**src/rtl/spi_tgt_regs.sv**
```systemverilog
// spi_tgt_regs: SPI mode-0 target serving burst reads/writes to a local byte register file
module spi_tgt_regs #(
  parameter int REG_NUM = 16,
  localparam int ADDR_WIDTH = $clog2(REG_NUM)
) (
  input  logic                  clk_i,
  input  logic                  rst_n_i,
  input  logic                  spi_sck_i,
  input  logic                  spi_nss_i,
  input  logic                  spi_mosi_i,
  output logic                  spi_miso_o,
  output logic                  spi_miso_en_o,
  input  logic                  loc_we_i,
  input  logic [ADDR_WIDTH-1:0] loc_addr_i,
  input  logic [7:0]            loc_wdata_i,
  output logic [7:0]            loc_rdata_o,
  output logic                  wr_vld_o,
  output logic [ADDR_WIDTH-1:0] wr_addr_o,
  output logic [7:0]            wr_data_o,
  output logic                  irq_o,
  input  logic                  irq_clr_i
);
  typedef enum logic [1:0] {IDLE, CMD, WR, RD} state_t;
  state_t state_q, state_d;
  logic [2:0] sck_q, nss_q;
  logic [1:0] mosi_q;
  logic [2:0] cnt_q, cnt_d;
  logic [7:0] rx_q, rx_d, tx_q, tx_d, wr_data_q, wr_data_d, rx_byte;
  logic [7:0] regs_q [REG_NUM];
  logic [7:0] regs_d [REG_NUM];
  logic [ADDR_WIDTH-1:0] addr_q, addr_d, wr_addr_q, wr_addr_d, cmd_addr;
  logic miso_q, miso_d, en_q, ign_q, wrote_q, wrote_d, irq_q, irq_d, wr_vld_q, wr_vld_d;
  logic rise, fall, nss_act, nss_off, byte_done;
  assign rise = sck_q[1] & ~sck_q[2];
  assign fall = ~sck_q[1] & sck_q[2];
  assign nss_act = ~nss_q[1];
  assign nss_off = nss_q[1] & ~nss_q[2];
  assign rx_byte = {rx_q[6:0], mosi_q[1]};
  assign byte_done = rise && cnt_q == 3'd7;
  assign cmd_addr = rx_byte[ADDR_WIDTH-1:0];
  always_comb begin
    state_d = state_q;
    cnt_d = rise ? cnt_q + 3'd1 : cnt_q;
    rx_d = rise ? rx_byte : rx_q;
    tx_d = tx_q;
    miso_d = miso_q;
    addr_d = addr_q;
    wrote_d = wrote_q;
    wr_vld_d = 1'b0;
    wr_addr_d = wr_addr_q;
    wr_data_d = wr_data_q;
    irq_d = (nss_off & wrote_q) | (irq_q & ~irq_clr_i);
    regs_d = regs_q;
    if (loc_we_i) regs_d[loc_addr_i] = loc_wdata_i;
    case (state_q)
      IDLE: if (nss_act && !ign_q) begin
        state_d = CMD;
        cnt_d = 3'd0;
        wrote_d = 1'b0;
      end
      CMD: if (byte_done) begin
        state_d = rx_byte[7] ? RD : WR;
        tx_d = regs_q[cmd_addr];
        addr_d = rx_byte[7] ? cmd_addr + ADDR_WIDTH'(1) : cmd_addr;
      end
      WR: if (byte_done) begin
        // SPI commit is applied after the local write so it wins on an address clash
        regs_d[addr_q] = rx_byte;
        wr_vld_d = 1'b1;
        wr_addr_d = addr_q;
        wr_data_d = rx_byte;
        wrote_d = 1'b1;
        addr_d = addr_q + ADDR_WIDTH'(1);
      end
      RD: begin
        if (fall) begin
          miso_d = tx_q[7];
          tx_d = {tx_q[6:0], 1'b0};
        end
        if (byte_done) begin
          tx_d = regs_q[addr_q];
          addr_d = addr_q + ADDR_WIDTH'(1);
        end
      end
    endcase
    if (nss_off) begin
      state_d = IDLE;
      miso_d = 1'b0;
    end
  end
  // NSS sync flops reset to "active" so a frame still open at reset release never looks like a new start
  always_ff @(posedge clk_i) begin
    if (!rst_n_i) begin
      sck_q <= '0;
      nss_q <= '0;
      mosi_q <= '0;
      ign_q <= 1'b1;
      en_q <= 1'b0;
      state_q <= IDLE;
      cnt_q <= '0;
      rx_q <= '0;
      tx_q <= '0;
      miso_q <= 1'b0;
      addr_q <= '0;
      wrote_q <= 1'b0;
      wr_vld_q <= 1'b0;
      wr_addr_q <= '0;
      wr_data_q <= '0;
      irq_q <= 1'b0;
      regs_q <= '{default: '0};
    end else begin
      sck_q <= {sck_q[1:0], spi_sck_i};
      nss_q <= {nss_q[1:0], spi_nss_i};
      mosi_q <= {mosi_q[0], spi_mosi_i};
      ign_q <= ign_q & nss_act;
      en_q <= nss_act & ~ign_q;
      state_q <= state_d;
      cnt_q <= cnt_d;
      rx_q <= rx_d;
      tx_q <= tx_d;
      miso_q <= miso_d;
      addr_q <= addr_d;
      wrote_q <= wrote_d;
      wr_vld_q <= wr_vld_d;
      wr_addr_q <= wr_addr_d;
      wr_data_q <= wr_data_d;
      irq_q <= irq_d;
      regs_q <= regs_d;
    end
  end
  assign spi_miso_o = miso_q;
  assign spi_miso_en_o = en_q;
  assign loc_rdata_o = regs_q[loc_addr_i];
  assign wr_vld_o = wr_vld_q;
  assign wr_addr_o = wr_addr_q;
  assign wr_data_o = wr_data_q;
  assign irq_o = irq_q;
endmodule

```
**config.mk**
```make
export PLATFORM = sky130hd
export DESIGN_NAME = spi_tgt_regs
export DESIGN_NICKNAME = d
export VERILOG_FILES = /design/src/rtl/spi_tgt_regs.sv
export SDC_FILE = /design/constraint.sdc
export NUM_CORES = 1
export LEC_CHECK = 0
export BUFFER_PORTS_ARGS = -buffer_cell sky130_fd_sc_hd__buf_2
export CORE_MARGIN = 2
export CORE_UTILIZATION = 35
export CTS_CLUSTER_SIZE = 24
export DETAILED_ROUTE_END_ITERATION = 10
export PLACE_DENSITY = 0.56
export SKIP_CTS_REPAIR_TIMING = 1
export SYNTH_ARGS = -nofsm -noshare
export SYNTH_HDL_FRONTEND = slang
export SYNTH_SLANG_ARGS = --single-unit
```
**constraint.sdc**
```tcl
create_clock -name clk_i -period 2.2 [get_ports clk_i]
set_input_delay 0.22 -clock clk_i [delete_from_list [all_inputs] [get_ports clk_i]]
set_output_delay 0.22 -clock clk_i [all_outputs]
set_load 0.01 [all_outputs]
```
==> impl_metrics.toml <==
[layout]
drive_gt1_share_pct = 27.2
antennaDiodeCount = 0
seqCellArea_um2 = 3630
multi_input_area_um2 = 6840
final_area_um2 = 12700
syn2layout_area_growth_pct = 16.6
fin_nets = 1207
fillers = 2972
stdcell_count = 1590

[clock_tree]
htree_levels = 4
cts_made_buffers = 17
clock-sinks = 178
tritoncts = "yes"
cts.path.max_buffers = 2
cts.clk_slew.worst_paths_ps = 70
root_buffer = "clkbuf_16"
clk_latency_ps = 470

[min_path]
hp-start = "irq_clr_i"
hold_class = "in2reg"

[global_routing]
overflow = 0
grt_pass1_wl_um = 61800
grt_max_degree = 84
grt_pass1_vias = 9171
antenna_found_initial = 1
grtUsageTotal_pct = 25.3

[synthesis]
netlist_area_um2 = 10900
synth_edf_count = 0
postSynthCellCount = 1129
yosysSeqAreaShare_pct = 32.7
ys.flop_type = "dfxtp_1"
async_reset_ff_share_pct = 0
yosysUniqueCellTypes = 51
synth-seq-cells = 178
synth-warning-count = 0
syn_nets = 1155
avgSynthCellArea_um2 = 9.66

[route]
drt_iter0_drc = 1150
drc = 0
drt-total-wl_um = 41200
vias_per_cell = 6.21
vias = 9868
drtAntennaViolNets = 0
routedWlPerCell_um = 25.9
first_pass_iters = 6

[floorplanning]
dieWidth_um = 181
die_h_um = 181
rows = 64
pin_count = 43
coreArea_um2 = 30700
start_util_pct = 35.6
die_area_um2 = 32600

[critical_path]
endpoint_kind = "primary output"
r2r-start = "addr_q[0]"
required_ps = 1980
arrival_ps = 2030
startpoint_type = "flip-flop"
cp_max_fo = 4
path_class = "reg2out"
crit_path_start = "regs_q[69]"

[placed_design]
dp_hpwl_um = 29800
dp.cells = 1555
place_congestion = 0.985
place.port_buffers = 42
place_area_um2 = 12000

[sta]
setup-violations-final = 4
min_period_ps = 2250
post-route-period-util_pct = 102
max_freq_mhz = 445
fin_worst_skew_ps = 19.7
worst_pin_slew_ps = 738
fin_ws_ps = -47.1
drv_slew = 0
rsz0062_at_grt = "yes"
max-slew-margin-rel_pct = 50.7
hold_viol = 0

[run]
max-cap-violations = 0

[power]
power_leakage_nw = 4.71
power_density_nw_per_um2 = 548
power.total_mw = 6.97
irDropWorstVdd_mv = 0.557

[run_status]
violations = "negative setup slack"
status = "finished with violations"
## through the flow
step | setup TNS (ps) | hold WS (ps) | util (%) | setup slack, ps
2_1_floorplan | 0 | 347 | - | 115
3_3_place_gp | 0 | 424 | 39.1 | 101
3_5_place_dp | 0 | 430 | 39.1 | 74.6
4_1_cts | -282 | -46.6 | 41.0 | -72.2
5_1_grt | -184 | 47.7 | 41.5 | -48.3
6_report | -73.0 | 26.9 | 41.5 | -47.1
## registers in the layout, summed over array words and instances, names as in the netlist
name	count
addr_q	4
cnt_q	3
ign_q	1
irq_o	1
mosi_q	2
nss_q	3
regs_q	128
rx_q	7
sck_q	3
spi_miso_en_o	1
spi_miso_o	1
state_q	2
tx_q	8
wr_addr_o	4
wr_data_o	8
wr_vld_o	1
wrote_q	1
## worst max-delay path, stage by stage (launching register included)
cell	delay (ps)
dfxtp_2	350
mux4_2	560
mux4_2	500
buf_2	160
## where the power goes
part | total, mW | leakage (nW) | switching [mW] | internal [mW]
Sequential | 3.31 | 1.46 | 0.0524 | 3.26
Combinational | 0.528 | 2.98 | 0.321 | 0.208
Clock | 3.13 | 0.276 | 1.53 | 1.60
Total | 6.97 | 4.71 | 1.90 | 5.07
## final cells by class
cell class | count | area share, %
tap | 396 | 3.89
inverter | 7 | 0.226
clock buffer | 18 | 3.37
clock inverter | 14 | 1.15
sequential | 178 | 28.5
multi-input combinational | 828 | 53.7
timing repair buffer | 149 | 9.11
## cell usage in the layout (no fill, tap or decap), types with 4 or more instances in the layout
| master | n |
|---|---|
| a21oi_1 | 33 |
| nand2_1 | 98 |
| buf_12 | 9 |
| nand2b_1 | 9 |
| o21ai_0 | 36 |
| ha_1 | 7 |
| o22ai_1 | 6 |
| nor2b_1 | 8 |
| nand4_1 | 5 |
| clkbuf_16 | 17 |
| or3_1 | 5 |
| a22oi_1 | 24 |
| a311oi_1 | 33 |
| inv_8 | 4 |
| inv_1 | 6 |
| a21o_1 | 4 |
| a211oi_1 | 97 |
| mux4_2 | 84 |
| buf_6 | 4 |
| dfxtp_2 | 41 |
| and2_1 | 10 |
| o2111ai_1 | 4 |
| nand3_4 | 4 |
| inv_6 | 4 |
| dfxtp_1 | 134 |
| buf_2 | 38 |
| o221a_2 | 4 |
| mux2i_1 | 141 |
| nor2_1 | 148 |
| nand3_1 | 30 |
| buf_4 | 95 |
## Yosys cell counts, drive strengths merged, types with 4 or more instances
| cell type | count | area share (%) |
|---|---|---|
| nand2b | 9 | 0.52 |
| clkbuf | 85 | 2.9 |
| buf | 31 | 1.7 |
| nor2b | 9 | 0.59 |
| nand4 | 5 | 0.29 |
| nor2 | 151 | 5.3 |
| nand2 | 99 | 3.5 |
| o2111ai | 4 | 0.32 |
| nor3 | 6 | 0.47 |
| a22oi | 24 | 1.7 |
| o21ai | 37 | 1.7 |
| inv | 7 | 0.24 |
| ha | 7 | 0.80 |
| a21oi | 33 | 1.5 |
| a211oi | 97 | 6.7 |
| dfxtp | 178 | 33 |
| a21o | 4 | 0.28 |
| a311oi | 33 | 2.7 |
| o221a | 4 | 0.41 |
| mux4 | 87 | 18 |
| o22ai | 6 | 0.34 |
| and2 | 10 | 0.57 |
| nand3 | 34 | 1.7 |
| mux2i | 141 | 13 |
| nor3b | 4 | 0.38 |
| or3 | 5 | 0.29 |
## logic make-up (layout without fill, tap and decap cells)
| group | Yosys count | count (layout) | synth area share (%) |
|---|---|---|---|
| multiplexers | 228 | 228 | 31.0 |
| XOR/XNOR | 4 | 4 | 0.321 |
| AND/OR/NAND/NOR | 337 | 337 | 13.9 |
| flip-flops | 178 | 178 | 32.7 |
| buffers and inverters | 123 | 188 | 4.92 |
| adder cells (fa/ha/maj) | 7 | 7 | 0.803 |
| AO/OA/AOI/OAI | 252 | 252 | 16.3 |
## layer usage
layer	global-route usage (%)	share of wire, %	routed length [µm]	up-vias
li1	-	-	-	4384
met1	36.2	45	18400	4950
met2	37.0	43	17800	474
met3	5.74	8.6	3550	60
met4	9.71	3.4	1400	0
met5	0	0	0	-
## final timing paths
check	endpoint	slack (ps)	cells after the start
max	loc_rdata_o[5]	-50	3
min	irq_o	30	3
max reg2reg	tx_q[1]	50	5
min reg2reg	nss_q[1]	440	1
(Power assumes the default switching activity.)
